--- src/rtl/seg7_reader_if.sv ---
// Bundles the multiplexed 7-segment display pins and the decoded frame outputs.
interface seg7_reader_if;
  logic [6:0]  seg;    // active-low segments, bit0 = a .. bit6 = g
  logic [3:0]  an;     // active-low digit selects
  logic [15:0] value;  // last complete frame, nibble i = digit i
  logic        valid;  // one-cycle pulse when value updates
  logic        err;    // one-cycle pulse on an undecodable accepted pattern

  modport master (output seg, an, input value, valid, err);
  modport slave  (input seg, an, output value, valid, err);
endinterface

--- src/rtl/seg7_reader.sv ---
// Reads a multiplexed, active-low 7-segment display and reassembles the four hex digits
// into a 16-bit frame once every digit has been seen stable and decodable.
module seg7_reader #(
  parameter int unsigned STABLE_CYCLES = 4
) (
  input logic          clk,
  input logic          rst_n,
  seg7_reader_if.slave bus_io
);

  localparam logic [7:0] StableMax = 8'(STABLE_CYCLES);

  logic [6:0]  seg_s1_q, sseg_q;
  logic [3:0]  an_s1_q, san_q;
  logic [10:0] prev_q;
  logic [7:0]  cnt_q, cnt_d;
  logic        accept;
  logic [3:0]  nibble;
  logic        digit_ok, blank;
  logic [1:0]  sel_idx;
  logic        sel_ok;
  logic [15:0] shadow_q, shadow_d;
  logic [3:0]  mask_q, mask_d;
  logic [15:0] value_q, value_d;
  logic        valid_q, valid_d;
  logic        err_q, err_d;

  // Two-flop synchronizers for the asynchronous display pins.
  always_ff @(posedge clk or negedge rst_n) begin
    if (!rst_n) begin
      seg_s1_q <= '1;
      sseg_q   <= '1;
      an_s1_q  <= '1;
      san_q    <= '1;
    end else begin
      seg_s1_q <= bus_io.seg;
      sseg_q   <= seg_s1_q;
      an_s1_q  <= bus_io.an;
      san_q    <= an_s1_q;
    end
  end

  // Stability counter: saturating count of identical consecutive samples.
  always_comb begin
    cnt_d = 8'd1;
    if ({san_q, sseg_q} == prev_q) begin
      cnt_d = (cnt_q < StableMax) ? cnt_q + 8'd1 : cnt_q;
    end
    // Accept only on the cycle the count first reaches the threshold.
    accept = (cnt_d == StableMax) && (cnt_q != StableMax);
  end

  // Segment pattern to hex nibble.
  always_comb begin
    nibble   = 4'h0;
    digit_ok = 1'b1;
    blank    = 1'b0;
    case (sseg_q)
      7'b1000000: nibble = 4'h0;
      7'b1111001: nibble = 4'h1;
      7'b0100100: nibble = 4'h2;
      7'b0110000: nibble = 4'h3;
      7'b0011001: nibble = 4'h4;
      7'b0010010: nibble = 4'h5;
      7'b0000010: nibble = 4'h6;
      7'b1111000: nibble = 4'h7;
      7'b0000000: nibble = 4'h8;
      7'b0010000: nibble = 4'h9;
      7'b0001000: nibble = 4'hA;
      7'b0000011: nibble = 4'hB;
      7'b1000110: nibble = 4'hC;
      7'b0100001: nibble = 4'hD;
      7'b0000110: nibble = 4'hE;
      7'b0001110: nibble = 4'hF;
      7'b1111111: begin
        digit_ok = 1'b0;
        blank    = 1'b1;
      end
      default:    digit_ok = 1'b0;
    endcase
  end

  // Digit select must have exactly one low bit to be meaningful.
  always_comb begin
    sel_idx = 2'd0;
    sel_ok  = 1'b1;
    case (san_q)
      4'b1110: sel_idx = 2'd0;
      4'b1101: sel_idx = 2'd1;
      4'b1011: sel_idx = 2'd2;
      4'b0111: sel_idx = 2'd3;
      default: sel_ok  = 1'b0;
    endcase
  end

  // Capture into the shadow frame and publish it when all four digits are present.
  always_comb begin
    shadow_d = shadow_q;
    // A full mask lives for one cycle; a capture in that cycle starts the next frame.
    mask_d   = (mask_q == 4'hF) ? 4'h0 : mask_q;
    value_d  = value_q;
    valid_d  = 1'b0;
    err_d    = 1'b0;
    if (accept && sel_ok && !blank) begin
      if (digit_ok) begin
        shadow_d[{sel_idx, 2'b00} +: 4] = nibble;
        mask_d[sel_idx]                 = 1'b1;
      end else begin
        err_d           = 1'b1;
        mask_d[sel_idx] = 1'b0;
      end
    end
    if (mask_d == 4'hF) begin
      value_d = shadow_d;
      valid_d = 1'b1;
    end
  end

  // Counter, frame and output registers.
  always_ff @(posedge clk or negedge rst_n) begin
    if (!rst_n) begin
      prev_q   <= '1;
      cnt_q    <= '0;
      shadow_q <= '0;
      mask_q   <= '0;
      value_q  <= '0;
      valid_q  <= 1'b0;
      err_q    <= 1'b0;
    end else begin
      prev_q   <= {san_q, sseg_q};
      cnt_q    <= cnt_d;
      shadow_q <= shadow_d;
      mask_q   <= mask_d;
      value_q  <= value_d;
      valid_q  <= valid_d;
      err_q    <= err_d;
    end
  end

  assign bus_io.value = value_q;
  assign bus_io.valid = valid_q;
  assign bus_io.err   = err_q;

endmodule

--- src/flat_wrapper.sv ---
// flat-port wrapper written by rule: the top's interface ports become plain ports
module seg7_reader_flat 
#(
  parameter int unsigned STABLE_CYCLES = 4
)
  (clk, rst_n, bus_io_seg, bus_io_an, bus_io_value, bus_io_valid, bus_io_err);
  seg7_reader_if bus_io_i ();
  input logic clk;
  input logic rst_n;
  input wire logic [$bits(bus_io_i.seg)-1:0] bus_io_seg;
  input wire logic [$bits(bus_io_i.an)-1:0] bus_io_an;
  output wire logic [$bits(bus_io_i.value)-1:0] bus_io_value;
  output wire logic [$bits(bus_io_i.valid)-1:0] bus_io_valid;
  output wire logic [$bits(bus_io_i.err)-1:0] bus_io_err;
  assign bus_io_i.seg = bus_io_seg;
  assign bus_io_i.an = bus_io_an;
  assign bus_io_value = bus_io_i.value;
  assign bus_io_valid = bus_io_i.valid;
  assign bus_io_err = bus_io_i.err;
  seg7_reader #(.STABLE_CYCLES(STABLE_CYCLES)) u_core (.clk(clk), .rst_n(rst_n), .bus_io(bus_io_i));
endmodule
--- config.mk ---
export PLATFORM = sky130hd
export DESIGN_NAME = seg7_reader_flat
export DESIGN_NICKNAME = d
export VERILOG_FILES = /design/src/rtl/seg7_reader_if.sv /design/src/rtl/seg7_reader.sv /design/src/flat_wrapper.sv
export SDC_FILE = /design/constraint.sdc
export NUM_CORES = 1
export LEC_CHECK = 0
export BUFFER_PORTS_ARGS = -buffer_cell sky130_fd_sc_hd__buf_4
export CAP_MARGIN = 20
export CORE_AREA = 2 2 85 87
export CTS_CLUSTER_SIZE = 28
export DETAILED_ROUTE_END_ITERATION = 16
export DIE_AREA = 0 0 87 89
export PLACE_DENSITY_LB_ADDON = 0.25
export SETUP_SLACK_MARGIN = 0.02
export SLEW_MARGIN = 20
export SYNTH_ARGS = -nofsm -noshare
export SYNTH_HDL_FRONTEND = slang
export SYNTH_SLANG_ARGS = --single-unit
--- constraint.sdc ---
create_clock -name clk -period 2.65 [get_ports clk]
set_input_delay 0.53 -clock clk [delete_from_list [all_inputs] [get_ports clk]]
set_output_delay 0.53 -clock clk [all_outputs]
set_load 0.005 [all_outputs]
==> results.sh <==
export IMPL_run_status="finished, violations left"
export IMPL_failed_checks="negative setup slack"
export IMPL_drt_antenna_violating_nets=0
export IMPL_pre_cts_slack_ns=-0.06097
export IMPL_internal_power_mw=1.842
export IMPL_die_area_um2=7743
export IMPL_cts_root_buf="clkbuf_8"
export IMPL_worstPathRequired_ns=2.88
export IMPL_final_cells=437
export IMPL_hold_violations=0
export IMPL_cts_buffers=9
export IMPL_peakVddDrop_mv=0.3805
export IMPL_timing_fmax_mhz=368.8
export IMPL_p_total_mw=2.409
export IMPL_slew_viol_final=0
export IMPL_clkSlewWorstSetupHoldPaths_ns=0.08
export IMPL_layout_drive_gt1_share=0.4594
export IMPL_p_leak_nw=2.105
export IMPL_cp_slowest_cell="dfstp_2"
export IMPL_cpPeakStageDelay_ns=0.61
export IMPL_seq_area_um2=2018
export IMPL_synth_seq_area_share=0.5794
export IMPL_cts_sinks=79
export IMPL_dp_cells=400
export IMPL_nFillCells=481
export IMPL_regToRegSetupSlack_ns=-0.06
export IMPL_netlist_area_um2=3483
export IMPL_grt_pass1_vias=2335
export IMPL_crit_start="u_core.san_q[2]$_DFF_PN1_"
export IMPL_ff2ff_path_depth=9
export IMPL_avgSynthCellArea_um2=12.67
export IMPL_vias=2372
export IMPL_place_congestion=0.9260
export IMPL_routed_wl_mm=6.902
export IMPL_rsz0062_at_grt="true"
export IMPL_place_area_um2=3973
export IMPL_ys_types=54
export IMPL_antenna_found_initial=0
export IMPL_setup_ws_ns=-0.06119
export IMPL_dp_hpwl_mm=4.552
export IMPL_area_growth_synth_to_final_pct=28.45
export IMPL_min_period_ns=2.711
export IMPL_fp_dieW_um=87
export IMPL_antenna_cells=0
export IMPL_multi_input_area_um2=1483
export IMPL_cts_tree="done"
export IMPL_synth_edff_count=0
export IMPL_combPwrFrac=0.083
export IMPL_timing_slew_headroom=0.5963
export IMPL_layout_nets=373
export IMPL_p_sw_mw=0.5670
export IMPL_critPathTopFamily="simple AND/OR/NAND/NOR gates"
export IMPL_grt_first_pass_wirelength_mm=10.86
export IMPL_fin_area_um2=4474
export IMPL_cp_max_fo=17
export IMPL_crit_path_cell_trace="xnor2_1 -> nand4_1 -> nor4_2 -> buf_4 -> nand4_1 -> mux2i_2 -> nand4_4 -> buf_12 -> mux2_1"
export IMPL_worstHoldPathType="primary input to async pin"
export IMPL_end_kind="flop"
export IMPL_crit_top_cell="nand4_1"
export IMPL_max_cap_viol_count=0
export IMPL_dr_pass1_iters=4
export IMPL_grt_max_degree=48
export IMPL_ctsHoldBuffers=0
export IMPL_skew_ns=0.01100
export IMPL_wire_per_inst_um=15.79
export IMPL_r2r_start="u_core.san_q[2]$_DFF_PN1_"
export IMPL_worstReg2RegEnd="u_core.bus_io.value[3]$_DFFE_PN0N_"
export IMPL_die_h_um=89
export IMPL_worst_setup_path_type="flop to flop"
export IMPL_path_buf_inv=2
export IMPL_io_buffers=30
export IMPL_fin_crit_sh=1.023
export IMPL_grtUsageTotal=0.1854
export IMPL_clk_path_buf_depth=2
export IMPL_route_detailed_drc=0
export IMPL_worst_pin_slew_ns=0.6056
export IMPL_grt_overflow=0
export IMPL_swShare=0.2354
export IMPL_synthCells=275
export IMPL_finalSetupViolCount=16
export IMPL_io_pin_count=31
export IMPL_vias_per_cell=5.428
export IMPL_start_util=0.5184
export IMPL_critPathLaunchType="flop"
export IMPL_cp_arrival_ns=2.94
export IMPL_ys_dominant_reg_cell="dfrtp_1"
export IMPL_ys_async_sr_fraction=1.000
export IMPL_fp_row_count=30
export IMPL_p_clk_frac=0.387
export IMPL_cts_htree_levels=3
export IMPL_synth_ff_latch_count=79
export IMPL_synth_nets=296
export IMPL_drt_iter0_markers=101
export IMPL_pwr_share_seq=0.530
export IMPL_power_density_nw_per_um2=538.4
export IMPL_ys_warnings_count=0
export IMPL_core_um2=6719
export IMPL_clk_latency_ns=0.35
[state kept, by name, indices dropped and copies added (netlist names)]
register	count
u_core.bus_io.valid	1
u_core.bus_io.err	1
u_core.san_q	4
u_core.bus_io.value	16
u_core.mask_q	4
u_core.cnt_q	8
u_core.shadow_q	16
u_core.an_s1_q	4
u_core.prev_q	11
u_core.sseg_q	7
u_core.seg_s1_q	7
[worst max-delay path by stage]
stage | endpoint | slack (ns) | cells past startpoint
4_1_cts | u_core.bus_io.value[3]$_DFFE_PN0N_ | 0.02 | 10
6_report | u_core.bus_io.value[3]$_DFFE_PN0N_ | -0.06 | 9
3_5_place_dp | u_core.bus_io.value[3]$_DFFE_PN0N_ | -0.06 | 9
3_3_place_gp | u_core.bus_io.value[2]$_DFFE_PN0N_ | -0.03 | 7
2_1_floorplan | u_core.bus_io.value[2]$_DFFE_PN0N_ | 0.02 | 9
5_1_grt | u_core.bus_io.value[3]$_DFFE_PN0N_ | -0.15 | 9
[cells by family (layout without fill, tap and decap cells)]
family | after synthesis | in the layout | synth area share
AND/OR/NAND/NOR | 84 | 85 | 0.1466
multiplexers | 25 | 25 | 0.08908
XOR/XNOR | 14 | 14 | 0.03520
buffers and inverters | 24 | 105 | 0.03197
adder cells (fa/ha/maj) | 8 | 8 | 0.02874
flip-flops | 79 | 79 | 0.5794
AO/OA/AOI/OAI | 41 | 41 | 0.08908
[placed cells by master, fill, tap and decap left out, types with 2 or more instances in the layout]
master    netlist  layout
a21oi_1         5       5
mux2i_2         0       3
mux2_1          7       7
nand2_1        10      10
a22o_1          3       3
mux2_4          9       9
mux2_2          5       5
nor4_1          5       4
buf_12          0       3
nand3b_1        5       5
buf_4           1      73
xor2_1          2       2
o31ai_1         7       5
nand4b_1        4       4
clkbuf_8        0      11
nor2_1         16      16
ha_1            8       8
and2_1          5       5
a31oi_1         5       3
nor3_1          3       2
xnor2_2         0       2
dfrtp_1        46      46
nand3_1        12      11
inv_1          13      13
clkinv_4        0       3
xnor2_1        12      10
o31ai_2         0       2
a211oi_1        3       3
nor2b_1         5       4
nor4_2          1       2
dfstp_2        33      33
nor3b_4         0       2
and3_1          3       2
o21ai_0         2       2
nand4_1         7       7
a21o_1          3       3
[power by group through the flow]
| stage | registers [mW] | logic, mW | clock network (mW) |
|---|---|---|---|
| global placement | 1.30 | 0.152 | 0 |
| global route | 1.28 | 0.220 | 1.02 |
| floorplan | 1.28 | 0.0900 | 0 |
| detailed placement | 1.30 | 0.153 | 0 |
| CTS | 1.27 | 0.184 | 0.963 |
| finish | 1.28 | 0.201 | 0.932 |
[cell usage after synthesis (2+ instances only)]
| cell | n | area [um^2] |
|---|---|---|
| nor2b_1 | 5 | 31.28 |
| and2_1 | 5 | 31.28 |
| nand4b_1 | 4 | 35.03 |
| a21o_1 | 3 | 22.52 |
| dfstp_2 | 33 | 867.1 |
| a21oi_1 | 5 | 25.02 |
| mux2_4 | 9 | 135.1 |
| nor2_1 | 16 | 60.06 |
| a22o_1 | 3 | 26.28 |
| mux2_2 | 5 | 56.30 |
| a211oi_1 | 3 | 22.52 |
| nand3b_1 | 5 | 37.54 |
| o31ai_1 | 7 | 52.55 |
| nand3_1 | 12 | 60.06 |
| xnor2_1 | 12 | 105.1 |
| inv_1 | 13 | 48.80 |
| nor3_1 | 3 | 15.01 |
| mux2i_1 | 4 | 40.04 |
| mux2_1 | 7 | 78.83 |
| nand2_1 | 10 | 37.54 |
| nand4_1 | 7 | 43.79 |
| a31oi_1 | 5 | 31.28 |
| nor4_1 | 5 | 31.28 |
| xor2_1 | 2 | 17.52 |
| buf_2 | 8 | 40.04 |
| ha_1 | 8 | 100.1 |
| o21ai_0 | 2 | 10.01 |
| dfrtp_1 | 46 | 1151 |
| and3_1 | 3 | 18.77 |
[worst reg2reg max path: stages, from the launching register on]
cell     delay, ns
dfstp_2       0.61
xnor2_1       0.19
nand4_1       0.27
nor4_2        0.29
buf_4         0.18
nand4_1       0.14
mux2i_2       0.30
nand4_4       0.14
buf_12        0.18
mux2_1        0.31
[area by class of cell]
cell class / count / share of cell area
flip-flops and latches: 79 / 0.4511
multi-input cells: 173 / 0.3314
repair buffers: 76 / 0.1359
clock buffers: 11 / 0.03384
well taps: 80 / 0.02237
clock inverters: 5 / 0.01454
inverters: 13 / 0.01091
[layer usage]
metal,vias to the layer above,share of wire,track usage
met1,1155,0.45,0.2389
met2,55,0.49,0.2998
met5,-,0,0
met3,11,0.040,0.03509
li1,1151,-,-
met4,0,0.018,0.09659
[repair_timing]
action                                  CTS  global route
endpoints found under the hold margin     0             0
endpoints found under the setup margin   16            18
gates resized for setup                   6            14
gates cloned                              1             0
pin swaps                                 4             3
buffers inserted                         14             6
[per-stage QoR]
stage	setup TNS, ns	utilization	hold slack (ns)
finish	-0.7777	0.6659	0.1923
global route	-2.006	0.6659	0.2239
CTS	0	0.6469	0.2020
detailed placement	-0.8203	0.5912	0.3468
global placement	-0.1511	0.5912	0.3453
floorplan	0	-	0.2344
No activity file was read; power rests on OpenSTA's default activity.
